File: src/rtl/hazard_tnew_tracker_if.sv
// hazard_tnew_tracker_if
//   Groups the D-stage decoder fields feeding the hazard tracker and the
//   stall / forwarding-select outputs returned to the pipeline.
//   master : decoder / pipeline side (drives D fields, receives selects)
//   slave  : hazard_tnew_tracker side
//   D fields   : rs_d, rt_d, use_rs_d, use_rt_d, tuse_rs_d, tuse_rt_d,
//                we_d, wa_d, tnew_d, md_start_d, md_div_d, md_use_d
//   Results    : stall, fwd_rs_d, fwd_rt_d, fwd_rs_e, fwd_rt_e, md_busy
interface hazard_tnew_tracker_if #(
    parameter int unsigned NSTAGE = 3,
    parameter int unsigned TW     = 2,
    parameter int unsigned SW     = $clog2(NSTAGE + 1)
);
    logic [4:0]    rs_d;
    logic [4:0]    rt_d;
    logic          use_rs_d;
    logic          use_rt_d;
    logic [TW-1:0] tuse_rs_d;
    logic [TW-1:0] tuse_rt_d;
    logic          we_d;
    logic [4:0]    wa_d;
    logic [TW-1:0] tnew_d;
    logic          md_start_d;
    logic          md_div_d;
    logic          md_use_d;

    logic          stall;
    logic [SW-1:0] fwd_rs_d;
    logic [SW-1:0] fwd_rt_d;
    logic [SW-1:0] fwd_rs_e;
    logic [SW-1:0] fwd_rt_e;
    logic          md_busy;

    modport master (
        output rs_d, rt_d, use_rs_d, use_rt_d, tuse_rs_d, tuse_rt_d,
        output we_d, wa_d, tnew_d, md_start_d, md_div_d, md_use_d,
        input  stall, fwd_rs_d, fwd_rt_d, fwd_rs_e, fwd_rt_e, md_busy
    );

    modport slave (
        input  rs_d, rt_d, use_rs_d, use_rt_d, tuse_rs_d, tuse_rt_d,
        input  we_d, wa_d, tnew_d, md_start_d, md_div_d, md_use_d,
        output stall, fwd_rs_d, fwd_rt_d, fwd_rs_e, fwd_rt_e, md_busy
    );
endinterface

File: src/rtl/hazard_tnew_tracker.sv
// hazard_tnew_tracker
//   Tracks every in-flight register write in a descriptor shift register (one
//   entry per post-decode stage, 1=E .. NSTAGE) with a Tnew countdown, and
//   derives the D-stage stall plus D/E forwarding selects. Optionally tracks
//   multiply/divide occupancy.
//   Ports:
//     clk   : rising-edge clock
//     reset : asynchronous, active-low
//     bus   : hazard_tnew_tracker_if.slave (D fields in, stall/fwd/md_busy out)
//   Configuration:
//     HAZARD_MDU_EN defined   -> MDU busy counter and MDU stall are built.
//     HAZARD_MDU_EN undefined -> md_* inputs ignored, md_busy tied low.
//   Note: MUL_LAT must not exceed DIV_LAT (counter is sized for DIV_LAT).
module hazard_tnew_tracker #(
    parameter int unsigned NSTAGE  = 3,
    parameter int unsigned TW      = 2,
    parameter int unsigned SW      = $clog2(NSTAGE + 1),
    parameter int unsigned MUL_LAT = 5,
    parameter int unsigned DIV_LAT = 10
) (
    input  logic                 clk,
    input  logic                 reset,
    hazard_tnew_tracker_if.slave bus
);
    localparam int unsigned CW = $clog2(DIV_LAT + 1);

    // Descriptor shift register, index 1 = E stage
    logic [NSTAGE:1] r_valid;
    logic [NSTAGE:1] r_we;
    logic [4:0]      r_wa   [1:NSTAGE];
    logic [TW-1:0]   r_tnew [1:NSTAGE];
    // Source registers of the instruction in E (stage 1 only)
    logic [4:0]      r_rs_e;
    logic [4:0]      r_rt_e;

    logic            w_stall;
    logic            w_stall_rs;
    logic            w_stall_rt;
    logic            w_stall_md;
    logic            w_md_busy;
    logic [NSTAGE:1] w_live;
    logic [SW-1:0]   w_fwd_rs_d;
    logic [SW-1:0]   w_fwd_rt_d;
    logic [SW-1:0]   w_fwd_rs_e;
    logic [SW-1:0]   w_fwd_rt_e;

    // A stage can only ever match a non-zero source when it writes a
    // non-zero destination, so the r!=0 test folds into the descriptor.
    always_comb begin
        w_live = '0;
        for (int k = 1; k <= NSTAGE; k++) begin
            w_live[k] = r_valid[k] & r_we[k] & (r_wa[k] != 5'd0);
        end
    end

    // D-stage selects and stall: walk oldest to youngest so the youngest
    // (lowest-indexed) match is the one left standing.
    always_comb begin
        w_fwd_rs_d = '0;
        w_fwd_rt_d = '0;
        w_stall_rs = 1'b0;
        w_stall_rt = 1'b0;
        for (int k = NSTAGE; k >= 1; k--) begin
            if (w_live[k] && (r_wa[k] == bus.rs_d)) begin
                w_fwd_rs_d = (r_tnew[k] == '0) ? SW'(k) : '0;
                w_stall_rs = bus.use_rs_d && (r_tnew[k] > bus.tuse_rs_d);
            end
            if (w_live[k] && (r_wa[k] == bus.rt_d)) begin
                w_fwd_rt_d = (r_tnew[k] == '0) ? SW'(k) : '0;
                w_stall_rt = bus.use_rt_d && (r_tnew[k] > bus.tuse_rt_d);
            end
        end
    end

    // E-stage selects: only stages past E whose result already exists count.
    always_comb begin
        w_fwd_rs_e = '0;
        w_fwd_rt_e = '0;
        for (int k = NSTAGE; k >= 2; k--) begin
            if (w_live[k] && (r_tnew[k] == '0) && (r_wa[k] == r_rs_e)) begin
                w_fwd_rs_e = SW'(k);
            end
            if (w_live[k] && (r_tnew[k] == '0) && (r_wa[k] == r_rt_e)) begin
                w_fwd_rt_e = SW'(k);
            end
        end
    end

    assign w_stall = w_stall_rs | w_stall_rt | w_stall_md;

    // Stage 1 takes the D descriptor or an all-zero bubble; older stages
    // shift with a saturating Tnew countdown. Stage NSTAGE falls off the end.
    always_ff @(posedge clk or negedge reset) begin
        if (!reset) begin
            r_valid <= '0;
            r_we    <= '0;
            r_rs_e  <= '0;
            r_rt_e  <= '0;
            for (int k = 1; k <= NSTAGE; k++) begin
                r_wa[k]   <= '0;
                r_tnew[k] <= '0;
            end
        end else begin
            r_valid[1] <= ~w_stall;
            r_we[1]    <= bus.we_d & ~w_stall;
            r_wa[1]    <= w_stall ? 5'd0 : bus.wa_d;
            r_tnew[1]  <= w_stall ? '0 : bus.tnew_d;
            r_rs_e     <= w_stall ? 5'd0 : bus.rs_d;
            r_rt_e     <= w_stall ? 5'd0 : bus.rt_d;
            for (int k = 2; k <= NSTAGE; k++) begin
                r_valid[k] <= r_valid[k-1];
                r_we[k]    <= r_we[k-1];
                r_wa[k]    <= r_wa[k-1];
                r_tnew[k]  <= (r_tnew[k-1] != '0) ? (r_tnew[k-1] - TW'(1)) : '0;
            end
        end
    end

`ifdef HAZARD_MDU_EN
    logic          r_md_start_e;
    logic          r_md_div_e;
    logic [CW-1:0] r_md_cnt;
    logic          w_md_start_e;

    assign w_md_start_e = r_valid[1] & r_md_start_e;

    // The cycle a start sits in E already counts as busy; the counter
    // covers the LAT cycles after it leaves E.
    always_ff @(posedge clk or negedge reset) begin
        if (!reset) begin
            r_md_start_e <= 1'b0;
            r_md_div_e   <= 1'b0;
            r_md_cnt     <= '0;
        end else begin
            r_md_start_e <= bus.md_start_d & ~w_stall;
            r_md_div_e   <= bus.md_div_d & ~w_stall;
            if (w_md_start_e) begin
                r_md_cnt <= r_md_div_e ? CW'(DIV_LAT) : CW'(MUL_LAT);
            end else if (r_md_cnt != '0) begin
                r_md_cnt <= r_md_cnt - CW'(1);
            end
        end
    end

    assign w_md_busy  = (r_md_cnt != '0) | w_md_start_e;
    assign w_stall_md = (bus.md_use_d | bus.md_start_d) & w_md_busy;
`else
    logic w_unused_md;
    assign w_unused_md = ^{bus.md_start_d, bus.md_div_d, bus.md_use_d, CW'(MUL_LAT)};
    assign w_md_busy   = 1'b0;
    assign w_stall_md  = 1'b0;
`endif

    assign bus.stall    = w_stall;
    assign bus.fwd_rs_d = w_fwd_rs_d;
    assign bus.fwd_rt_d = w_fwd_rt_d;
    assign bus.fwd_rs_e = w_fwd_rs_e;
    assign bus.fwd_rt_e = w_fwd_rt_e;
    assign bus.md_busy  = w_md_busy;
endmodule
File: src/flat_wrapper.sv
// flat-port wrapper written by rule: the top's interface ports become plain ports
module hazard_tnew_tracker_flat 
#(
    parameter int unsigned NSTAGE  = 3,
    parameter int unsigned TW      = 2,
    parameter int unsigned SW      = $clog2(NSTAGE + 1),
    parameter int unsigned MUL_LAT = 5,
    parameter int unsigned DIV_LAT = 10
)
  (clk, reset, bus_rs_d, bus_rt_d, bus_use_rs_d, bus_use_rt_d, bus_tuse_rs_d, bus_tuse_rt_d, bus_we_d, bus_wa_d, bus_tnew_d, bus_md_start_d, bus_md_div_d, bus_md_use_d, bus_stall, bus_fwd_rs_d, bus_fwd_rt_d, bus_fwd_rs_e, bus_fwd_rt_e, bus_md_busy);
  hazard_tnew_tracker_if #(.NSTAGE(NSTAGE), .TW(TW), .SW(SW)) bus_i ();
  input  logic clk;
  input  logic reset;
  input wire logic [$bits(bus_i.rs_d)-1:0] bus_rs_d;
  input wire logic [$bits(bus_i.rt_d)-1:0] bus_rt_d;
  input wire logic [$bits(bus_i.use_rs_d)-1:0] bus_use_rs_d;
  input wire logic [$bits(bus_i.use_rt_d)-1:0] bus_use_rt_d;
  input wire logic [$bits(bus_i.tuse_rs_d)-1:0] bus_tuse_rs_d;
  input wire logic [$bits(bus_i.tuse_rt_d)-1:0] bus_tuse_rt_d;
  input wire logic [$bits(bus_i.we_d)-1:0] bus_we_d;
  input wire logic [$bits(bus_i.wa_d)-1:0] bus_wa_d;
  input wire logic [$bits(bus_i.tnew_d)-1:0] bus_tnew_d;
  input wire logic [$bits(bus_i.md_start_d)-1:0] bus_md_start_d;
  input wire logic [$bits(bus_i.md_div_d)-1:0] bus_md_div_d;
  input wire logic [$bits(bus_i.md_use_d)-1:0] bus_md_use_d;
  output wire logic [$bits(bus_i.stall)-1:0] bus_stall;
  output wire logic [$bits(bus_i.fwd_rs_d)-1:0] bus_fwd_rs_d;
  output wire logic [$bits(bus_i.fwd_rt_d)-1:0] bus_fwd_rt_d;
  output wire logic [$bits(bus_i.fwd_rs_e)-1:0] bus_fwd_rs_e;
  output wire logic [$bits(bus_i.fwd_rt_e)-1:0] bus_fwd_rt_e;
  output wire logic [$bits(bus_i.md_busy)-1:0] bus_md_busy;
  assign bus_i.rs_d = bus_rs_d;
  assign bus_i.rt_d = bus_rt_d;
  assign bus_i.use_rs_d = bus_use_rs_d;
  assign bus_i.use_rt_d = bus_use_rt_d;
  assign bus_i.tuse_rs_d = bus_tuse_rs_d;
  assign bus_i.tuse_rt_d = bus_tuse_rt_d;
  assign bus_i.we_d = bus_we_d;
  assign bus_i.wa_d = bus_wa_d;
  assign bus_i.tnew_d = bus_tnew_d;
  assign bus_i.md_start_d = bus_md_start_d;
  assign bus_i.md_div_d = bus_md_div_d;
  assign bus_i.md_use_d = bus_md_use_d;
  assign bus_stall = bus_i.stall;
  assign bus_fwd_rs_d = bus_i.fwd_rs_d;
  assign bus_fwd_rt_d = bus_i.fwd_rt_d;
  assign bus_fwd_rs_e = bus_i.fwd_rs_e;
  assign bus_fwd_rt_e = bus_i.fwd_rt_e;
  assign bus_md_busy = bus_i.md_busy;
  hazard_tnew_tracker #(.NSTAGE(NSTAGE), .TW(TW), .SW(SW), .MUL_LAT(MUL_LAT), .DIV_LAT(DIV_LAT)) u_core (.clk(clk), .reset(reset), .bus(bus_i));
endmodule
File: config.mk
export PLATFORM = sky130hd
export DESIGN_NAME = hazard_tnew_tracker_flat
export DESIGN_NICKNAME = d
export VERILOG_FILES = /design/src/rtl/hazard_tnew_tracker_if.sv /design/src/rtl/hazard_tnew_tracker.sv /design/src/flat_wrapper.sv
export SDC_FILE = /design/constraint.sdc
export NUM_CORES = 1
export LEC_CHECK = 0
export CAP_MARGIN = 20
export CORE_ASPECT_RATIO = 1.5
export CORE_UTILIZATION = 55
export DETAILED_ROUTE_END_ITERATION = 10
export PLACE_DENSITY = 0.8
export SLEW_MARGIN = 20
export SYNTH_ARGS = -nofsm -noshare
export SYNTH_HDL_FRONTEND = slang
export SYNTH_SLANG_ARGS = --single-unit
File: constraint.sdc
create_clock -name clk -period 7.8 [get_ports clk]
set_clock_uncertainty 0.15 [all_clocks]
set_input_delay 1.95 -clock clk [delete_from_list [all_inputs] [get_ports clk]]
set_output_delay 1.95 -clock clk [all_outputs]
set_load 0.02 [all_outputs]
# Word level (Yosys, flattened, before mapping)
# Cells that the tools add are included.
# Widths: inputs -> output; s select.
# word_totals
mem_bits_ro	0
reg_bits	37
latchBits	0
wordCells	88
output_inout_bits	10
ramBits	0
memories	0
inputBits	29
# classes
n_eq_ne	10
n_bitwise	9
div	0
magnitude_cmp	6
shifts	0
mul	0
n_mux	25
addsub	2
reduce_logical	26
# ops
operator	n
$eq 5x5->1	10
$mux 2	15
$logic_and 1x1->1	18
$mux 5	3
$reduce_bool 5->1	3
$gt 2x2->1	6
$and 1x1->1	7
$mux 1	7
$logic_not 2->1	3
$reduce_bool 2->1	2
$sub 2x1->2 const B	2
$not 1->1	1
$or 1x1->1	1

# Logic depth before layout (Yosys ltp)
# Gate-level depths: netlist (run 1).
# depth
depth_word	9
mapped_depth	9
mapped_depth_nobuf	8

# Worst setup path before layout (run 1)
# OpenSTA, ideal clock, no wires.
# synth_path
path_kind	input -> output
start	input port bus_rs_d[1]
end	output port bus_stall
arrival_time_ns	3.491
n_path_buf	1
stages	7
slack_ns	2.209
path_cell_list	xnor2_1 > nand2_1 > or3_1 > a211o_1 > a311oi_1 > buf_2 > or2_1
# synth_between
elab_chain_len	6
elab_cells_between_ends	10
# synth_rtl
item	line_no	text
start, declared	flat_wrapper.sv:14	input wire logic [$bits(bus_i.rs_d)-1:0] bus_rs_d;
$eq 5x5->1	hazard_tnew_tracker.sv:64	if (w_live[k] && (r_wa[k] == bus.rs_d)) begin
$logic_and 1x1->1	hazard_tnew_tracker.sv:64	
$mux 1 (2 in a row)	hazard_tnew_tracker.sv:64	
$mux 1 (*)	hazard_tnew_tracker.sv:64	
$or 1x1->1 (*)	hazard_tnew_tracker.sv:89	assign w_stall = w_stall_rs | w_stall_rt | w_stall_md;
end, declared	flat_wrapper.sv:26	output wire logic [$bits(bus_i.stall)-1:0] bus_stall;
# Mark *: on every way between the ends. The rest lies on a longest branch, timed or not.

# Final worst setup path (run 1)
# layout_path
start	input port bus_rs_d[3]
end	output port bus_stall
# Same word-level chain as after synthesis.

==> run summary, run 1 <==
Outcome - completed
RR Startpoint - u_core.r_wa[7]
Die width - 53.6 um
Distinct cells, synth - 34
Die Ht - 79.5 um
Critical path's slowest cell - clkdlybuf4s50_1
TritonCTS clock tree - built
Vias in the first global route - 1,702
Total CTS buffers - 5
CP delay by family, top - buffers and inverters
Post-CTS Setup Repair Bufs - 0
Post-DP HPWL - 3590 um
CTS Buffer Depth - 2
DRC Markers - 0
R2r worst-path depth - 7
Register area - 926 sq um
Predominant post-synthesis flop cell - dfrtp_1
CP Launch Type - input port
Area of the multi-input gates - 0.00115 sq mm
Final nets - 288
Number of port buffers - 34
VDD IR max - 0.205 mV
Drt wl/cell - 16.8 um
Antenna-violating nets left - 0
Async SR Flop Fraction - 100%
First-pass DRT Iterations - 4
Worst-path fanout max - 4
Tightest Pin Transition - 0.603 ns
Slew HR - 59.5%
First-pass GRT wire length - 8070 um
Share of the synthesized area in the top cell type - 42.1%
Hold Path Depth - 0
Synth top area cells - dfrtp_1, xnor2_1, ha_1, nor3b_1, xor2_1
Yosys warns - 0
Crit-path cells - clkdlybuf4s50_1, xnor2_1, nand2_1, or3_1, a211o_1, a311oi_2, or2_1, clkdlybuf4s50_1
Min-Delay Path Class - reg -> reg
Max-slew violation count - 0
Die area - 0.00426 sq mm
Crit Path Category - in -> out
Worst Hold End - u_core.r_we[2]
# setup viols final - 0
Seq/Total Area, Yosys - 42.1%
Hold buffers post-CTS - 0
Period Utilization, post-route - 87.2%
Share of post-route cells with drive strength above 1 - 6.45%
Cell mode on critical path - clkdlybuf4s50_1
Req. time, crit path - 5.70 ns
Vias per cell - 5.57
Filler instances - 288
Area Growth Syn to Fin - 22.0%
Post-Synthesis Net Count - 258
H-tree depth - 2
Cell Rows - 27
Reg2Reg Capture Point - u_core.r_wa[10]
Inserted Diodes - 0
Post_cts resized - 0
Final Util - 71.6%
Iter 0 DRT Violations - 30
Critical path arrival - 4.70 ns
Routability cong. - 0.828
Final hold vios - 0
Antenna violations before repair - 0
Dpl cells - 283
Seq cells post-synth - 37
Largest area contributor in the netlist - dfrtp_1
Number of enable flip-flop cells after synthesis - 0
Critical path endpoint category - output port
Root buf cell - clkbuf_8
MaxCap Viol Count - 0
Clk sink count - 37
Final wirelength - 4900 um
Vias - 1,620
Total core area - 0.00375 sq mm
Max stage delay on crit path - 0.61 ns
Pwr per Cell Area - 188 mW/mm^2
Final non-filler cell total - 291
WP buf/inv - 2
Fin crit period - 6.80 ns
Setup TNS Final - 0 ns
Final hold slack - 0.226 ns
Max Fclk - 0.147 GHz
RSZ-0062 raised after global routing - no
Worst reg-to-reg setup slack - 5.15 ns
Leak Pwr - 1.09 nW
Synth Cell Area - 0.00220 sq mm
Worst skew pair latency - 0.30 ns
GRT overflow - 0
Worst-path clk slew - 0.07 ns
Avg Inst Size Synth - 10.1 sq um
I/O pin total - 39
Mapped Cells - 217
Starting Density - 58.7%
Largest net degree at the start of global routing - 38
Min-delay src - u_core.r_we[1]
GRT Overall Usage - 27.4%
==> how the worst max path moves through the flow <==
stage	start	endpoint	slack, ns	cells past startpoint
3_5_place_dp	bus_rs_d[3]	bus_stall	1.06	8
5_1_grt	bus_rs_d[4]	bus_stall	0.92	8
3_3_place_gp	bus_rs_d[3]	bus_stall	1.06	8
6_report	bus_rs_d[3]	bus_stall	1.0	8
4_1_cts	bus_rs_d[3]	bus_stall	1.0	8
2_1_floorplan	bus_rs_d[1]	bus_stall	2.21	7
==> cell type report <==
| type | instances | area share [%] |
|---|---|---|
| repair buffers | 38 | 13.8 |
| clock inverters | 3 | 2.42 |
| multi-input cells | 153 | 43.0 |
| well taps | 43 | 2.00 |
| flip-flops and latches | 37 | 34.5 |
| inverters | 12 | 1.68 |
| clock buffers | 5 | 2.56 |
==> worst reg2reg max path: stages (launching register included) <==
cell	delay, ns
dfrtp_1	0.54
or4_1	0.19
o211ai_2	0.11
or3_1	0.43
a211o_1	0.30
a311oi_2	0.40
buf_4	0.33
nor3b_1	0.08
==> layout by cell type, fill, tap and decap left out, types with 5 or more instances in the layout <==
| master | count |
|---|---|
| nor3b_1 | 18 |
| nor3_1 | 7 |
| dfrtp_1 | 37 |
| xor2_1 | 15 |
| inv_1 | 12 |
| nor2_1 | 7 |
| nand2_1 | 8 |
| clkdlybuf4s50_1 | 34 |
| ha_1 | 12 |
| xnor2_1 | 35 |
| nand3_1 | 7 |
| a21oi_1 | 9 |
| clkbuf_8 | 5 |
==> power by group <==
| group | total, mW | switching, mW | internal (mW) |
|---|---|---|---|
| sequential | 0.222 | 0.0179 | 0.204 |
| clock | 0.198 | 0.0708 | 0.127 |
| combinational | 0.0849 | 0.0394 | 0.0455 |
| total | 0.504 | 0.128 | 0.376 |
==> through the flow <==
step | setup WS, ns | instance area (sq um) | total power, mW
2_1_floorplan | 2.21 | 2200 | 0.276
3_3_place_gp | 1.06 | 2550 | 0.306
3_5_place_dp | 1.06 | 2550 | 0.309
4_1_cts | 0.999 | 2680 | 0.507
5_1_grt | 0.923 | 2680 | 0.529
6_report | 1.00 | 2680 | 0.504
==> registers in the layout, indices dropped and copies added (netlist names) <==
| register | count |
|---|---|
| u_core.r_rs_e | 5 |
| u_core.r_rt_e | 5 |
| u_core.r_tnew | 6 |
| u_core.r_valid | 3 |
| u_core.r_wa | 15 |
| u_core.r_we | 3 |
==> cell usage after synthesis, types with 2 or more instances <==
cell type	count
nor4_1	2
nand3b_1	2
nor2b_1	3
nor2_1	7
or4_1	4
xnor2_1	35
a211oi_1	2
buf_4	2
inv_1	12
clkbuf_1	5
nor3_1	7
nand2_1	8
dfrtp_1	37
a21oi_1	9
and2_1	2
buf_2	7
o211ai_1	2
nor3b_1	18
nand4_1	4
o21ai_0	3
xor2_1	15
mux2i_1	2
ha_1	12
nand3_1	7
==> cells by family (layout without fill, tap and decap cells) <==
group	after synthesis	count (layout)	synth area share, %
adders and majority gates	12	12	6.83
other	1	1	0.170
buffers and inverters	27	58	5.69
and+or+nand+nor	67	67	17.9
AOI/OAI and AO/OA	21	21	6.48
muxes	2	2	0.910
DFF	37	37	42.1
xor gates and xnor gates	50	50	19.9
==> metal layers <==
layer / up-vias / global-route usage (%) / share of wire [%]
li1: 787 / - / -
met1: 782 / 29.1 / 38
met2: 39 / 49.0 / 57
met3: 12 / 5.90 / 2.8
met4: 0 / 12.9 / 2.8
met5: - / 0 / 0
Power figures use the tool's default switching activity.
==> run 2, diff against run 1 <==
--- a/config.mk
+++ b/config.mk
@@ -5,11 +5,13 @@
 export SDC_FILE = /design/constraint.sdc
 export NUM_CORES = 1
 export LEC_CHECK = 0
+export ABC_AREA = 1
 export CAP_MARGIN = 20
 export CORE_ASPECT_RATIO = 1.5
-export CORE_UTILIZATION = 55
+export CORE_UTILIZATION = 54
 export DETAILED_ROUTE_END_ITERATION = 10
-export PLACE_DENSITY = 0.8
+export PLACE_DENSITY = 0.77
+export SKIP_LAST_GASP = 1
 export SLEW_MARGIN = 20
 export SYNTH_ARGS = -nofsm -noshare
 export SYNTH_HDL_FRONTEND = slang
==> constraint.sdc (replaced) <==
create_clock -name clk -period 6.9 [get_ports clk]
set_clock_uncertainty 0.15 [all_clocks]
set_input_delay 1.725 -clock clk [delete_from_list [all_inputs] [get_ports clk]]
set_output_delay 1.725 -clock clk [all_outputs]
set_load 0.02 [all_outputs]
==> run summary, run 2 <==
Tightest Pin Transition - 0.784 ns (was 0.603 ns)
Failing checks - design-rule violations
Final WS setup - 1.23 ns (was 1.00 ns)
Period Utilization, post-route - 82.1%
Cell mode on critical path - nand2_1 (was clkdlybuf4s50_1)
Commonest non-fill, non-tap cell in the layout - nand2_1 (was dfrtp_1)
Slew HR - 47.7% (was 59.5%)
TritonCTS clock tree - built (unchanged)
Leading cell type by number of instances after synthesis - nand2_1 (was dfrtp_1)
Root buf cell - clkbuf_8 (unchanged)
Synth Area in Adders - 6.16% (was 6.83%)
Pwr per Cell Area - 174 mW/mm^2 (was 188 mW/mm^2)
Top flop regs - u_core.r_wa: 15 flops, u_core.r_tnew: 6 flops (unchanged)
Setup TNS Final - 0 ns (unchanged)
First-pass GRT wire length - 7420 um (was 8070 um)
# setup viols final - 0 (unchanged)
RSZ-0062 raised after global routing - no (unchanged)
Total core area - 0.00428 sq mm (was 0.00375 sq mm)
Starting Density - 56.9% (was 58.7%)
GRT overflow - 0 (unchanged)
Crit-path cells - clkdlybuf4s50_1, inv_1, nand2_1, nand2_1, nor2_2, nand2_2, nor2_4, nand3_1, nand2_1, inv_1, nand2_1, nand2_1, nand2_2, clkdlybuf4s50_1 (was clkdlybuf4s50_1, xnor2_1, nand2_1, or3_1, a211o_1, a311oi_2, or2_1, clkdlybuf4s50_1)
Drt wl/cell - 11.8 um (was 16.8 um)
CP Launch Type - input port (unchanged)
Worst-path fanout max - 4 (unchanged)
Post-DP HPWL - 3700 um (was 3590 um)
Total CTS buffers - 5 (unchanged)
Die width - 56.9 um (was 53.6 um)
Placed instance area - 0.00276 sq mm (was 0.00255 sq mm)
Share of post-route cells with drive strength above 1 - 15.2% (was 6.45%)
Post_cts resized - 0 (unchanged)
MaxCap Viol Count - 0 (unchanged)
Fin crit period - 5.67 ns
Final Util - 66.4% (was 71.6%)
Cell Rows - 29 (was 27)
Share of the synthesized area in the top cell type - 38.0% (was 42.1%)
Most frequent cells in the layout - nand2_1, inv_1, dfrtp_1, clkdlybuf4s50_1, xor2_1 (was dfrtp_1, xnor2_1, clkdlybuf4s50_1, nor3b_1, xor2_1)
Synth top area cells - dfrtp_1, nand2_1, xor2_1, inv_1, ha_1 (was dfrtp_1, xnor2_1, ha_1, nor3b_1, xor2_1)
Antenna-violating nets left - 0 (unchanged)
Clock power frac - 28.3% (was 39.2%)
Largest net degree at the start of global routing - 38 (unchanged)
Power Total - 0.496 mW (was 0.504 mW)
Critical path arrival - 3.79 ns (was 4.70 ns)
Routability cong. - 0.812 (was 0.828)
Combinational share of power - 21.7% (was 16.8%)
Async SR Flop Fraction - 100% (unchanged)
Distinct cells, synth - 31 (was 34)
First-pass DRT Iterations - 9 (was 4)
Worst-path clk slew - 0.07 ns (about the same)
Seq cells post-synth - 37 (unchanged)
Die area - 0.00479 sq mm (was 0.00426 sq mm)
Mapped Cells - 304 (was 217)
Post-CTS Setup Repair Bufs - 0 (unchanged)
Final hold vios - 0 (unchanged)
VDD IR max - 0.131 mV (was 0.205 mV)
Antenna violations before repair - 0 (unchanged)
Final wirelength - 4520 um (was 4900 um)
Max Fclk - 0.176 GHz
Avg Inst Size Synth - 8.02 sq um (was 10.1 sq um)
Seq/Total Area, Yosys - 38.0% (was 42.1%)
Largest family of logic cells by synthesized area - simple AND/OR/NAND/NOR gates (was XOR/XNOR gates)
Largest reg by FF count - u_core.r_wa (unchanged)
Post-Synthesis Net Count - 345 (was 258)
CTS Buffer Depth - 2 (unchanged)
Vias per cell - 4.87 (was 5.57)
Simple-Gate Fraction of Synth Area - 27.0% (was 17.9%)
Commonest cells post-synth - nand2_1, inv_1, dfrtp_1, xor2_1, nor2_1 (was dfrtp_1, xnor2_1, nor3b_1, xor2_1)
Min-Delay Path Class - reg -> reg (unchanged)
Critical path endpoint category - output port (unchanged)
Net Sw Frac - 29.5% (was 25.4%)
Pre-CTS setup slack - 1.24 ns (was 1.06 ns)
Fin area - 0.00284 sq mm (was 0.00268 sq mm)
Outcome - finished, violations left (was completed)
Number of enable flip-flop cells after synthesis - 0 (unchanged)
Vias - 1,862 (was 1,620)
Iter 0 DRT Violations - 35 (was 30)
Sw power - 0.146 mW (was 0.128 mW)
Req. time, crit path - 5.03 ns (was 5.70 ns)
Max-slew violation count - 0 (unchanged)
Yosys warns - 0 (unchanged)
Inserted Diodes - 0 (unchanged)
Number of port buffers - 34 (unchanged)
Largest area contributor in the netlist - dfrtp_1 (unchanged)
Number of flip-flops in the largest register - 15 (unchanged)
Hold buffers post-CTS - 0 (unchanged)
Clk sink count - 37 (unchanged)
Final nets - 376 (was 288)
Sequential group share of total power - 50.0% (was 43.9%)
Synth Area in Compound Gates - 5.03% (was 6.48%)
Int Power - 0.350 mW (was 0.376 mW)
Leak Pwr - 1.44 nW (was 1.09 nW)
XOR/XNOR Fraction of Synth Area - 11.9% (was 19.9%)
Vias in the first global route - 1,783 (was 1,702)
Predominant post-synthesis flop cell - dfrtp_1 (unchanged)
Die Ht - 84.3 um (was 79.5 um)
Max stage delay on crit path - 0.60 ns (was 0.61 ns)
H-tree depth - 2 (unchanged)
Worst skew pair latency - 0.29 ns (was 0.30 ns)
I/O pin total - 39 (unchanged)
Area Growth Syn to Fin - 16.6% (was 22.0%)
Multiplexer area fraction after synthesis - 0% (was 0.910%)
GRT Overall Usage - 20.7% (was 27.4%)
Synth Cell Area - 0.00244 sq mm (was 0.00220 sq mm)
DRC Markers - 6 (was 0)
Crit Path Category - in -> out (unchanged)
Critical path's slowest cell - clkdlybuf4s50_1 (unchanged)
==> run 2: final timing paths <==
path / cells after the start / start / slack [ns] / end
setup / recovery: 14 / bus_rs_d[4] / 1.23 / bus_stall
hold / removal: 0 / u_core.r_we[2] / 0.22 / u_core.r_we[3]
setup reg to reg: 10 / u_core.r_wa[0] / 4.84 / u_core.r_rt_e[4]
hold reg to reg: 0 / u_core.r_we[2] / 0.22 / u_core.r_we[3]
max in group asynchronous: 1 / reset / 4.73 / u_core.r_tnew[3]
min in group asynchronous: 1 / reset / 1.36 / u_core.r_wa[1]
==> run 2: layout make-up <==
| class | instances | area, sq um |
|---|---|---|
| clock inverters | 2 | 10.0 |
| clock buffers | 6 | 72.6 |
| repair buffers | 35 | 343 |
| flip-flops and latches | 37 | 926 |
| inverters | 56 | 210 |
| multi-input cells | 200 | 1220 |
| fillers | 374 | 1440 |
| well taps | 46 | 57.6 |
==> run 2: power by group through the flow <==
stage               Sequential (mW)  Clock (mW)  Combinational (mW)
finish                        0.248       0.140               0.107
CTS                           0.248       0.144               0.109
floorplan                     0.244           0              0.0794
detailed placement            0.252           0               0.108
global placement              0.252           0               0.105
global route                  0.250       0.151               0.121
==> run 2: worst max-delay path, delay by kind of cell <==
kind          cells  cell delay (ns)
buf+inv           4             1.29
simple gates     10             0.77
==> run 2: kinds of logic (layout without fill, tap and decap cells) <==
| logic type | Yosys count | after routing |
|---|---|---|
| AND/OR/NAND/NOR | 132 | 132 |
| buffers and inverters | 67 | 99 |
| flip-flops | 37 | 37 |
| XOR/XNOR | 33 | 33 |
| AO/OA/AOI/OAI | 22 | 22 |
| adder cells (fa/ha/maj) | 12 | 12 |
| other | 1 | 1 |
==> run 2: layer usage <==
metal	part of all wire [%]	global-route usage (%)	wire, um
met1	43	23.1	1930
met2	51	35.8	2310
met3	3.4	4.31	155
met4	2.7	12.2	121
met5	0	0	0
==> run 2: stage by stage <==
step | instances | hold slack [ns]
detailed placement | 374 | 0.212
global placement | 374 | 0.206
floorplan | 304 | 0.199
global route | 382 | 0.235
CTS | 382 | 0.228
finish | 382 | 0.224
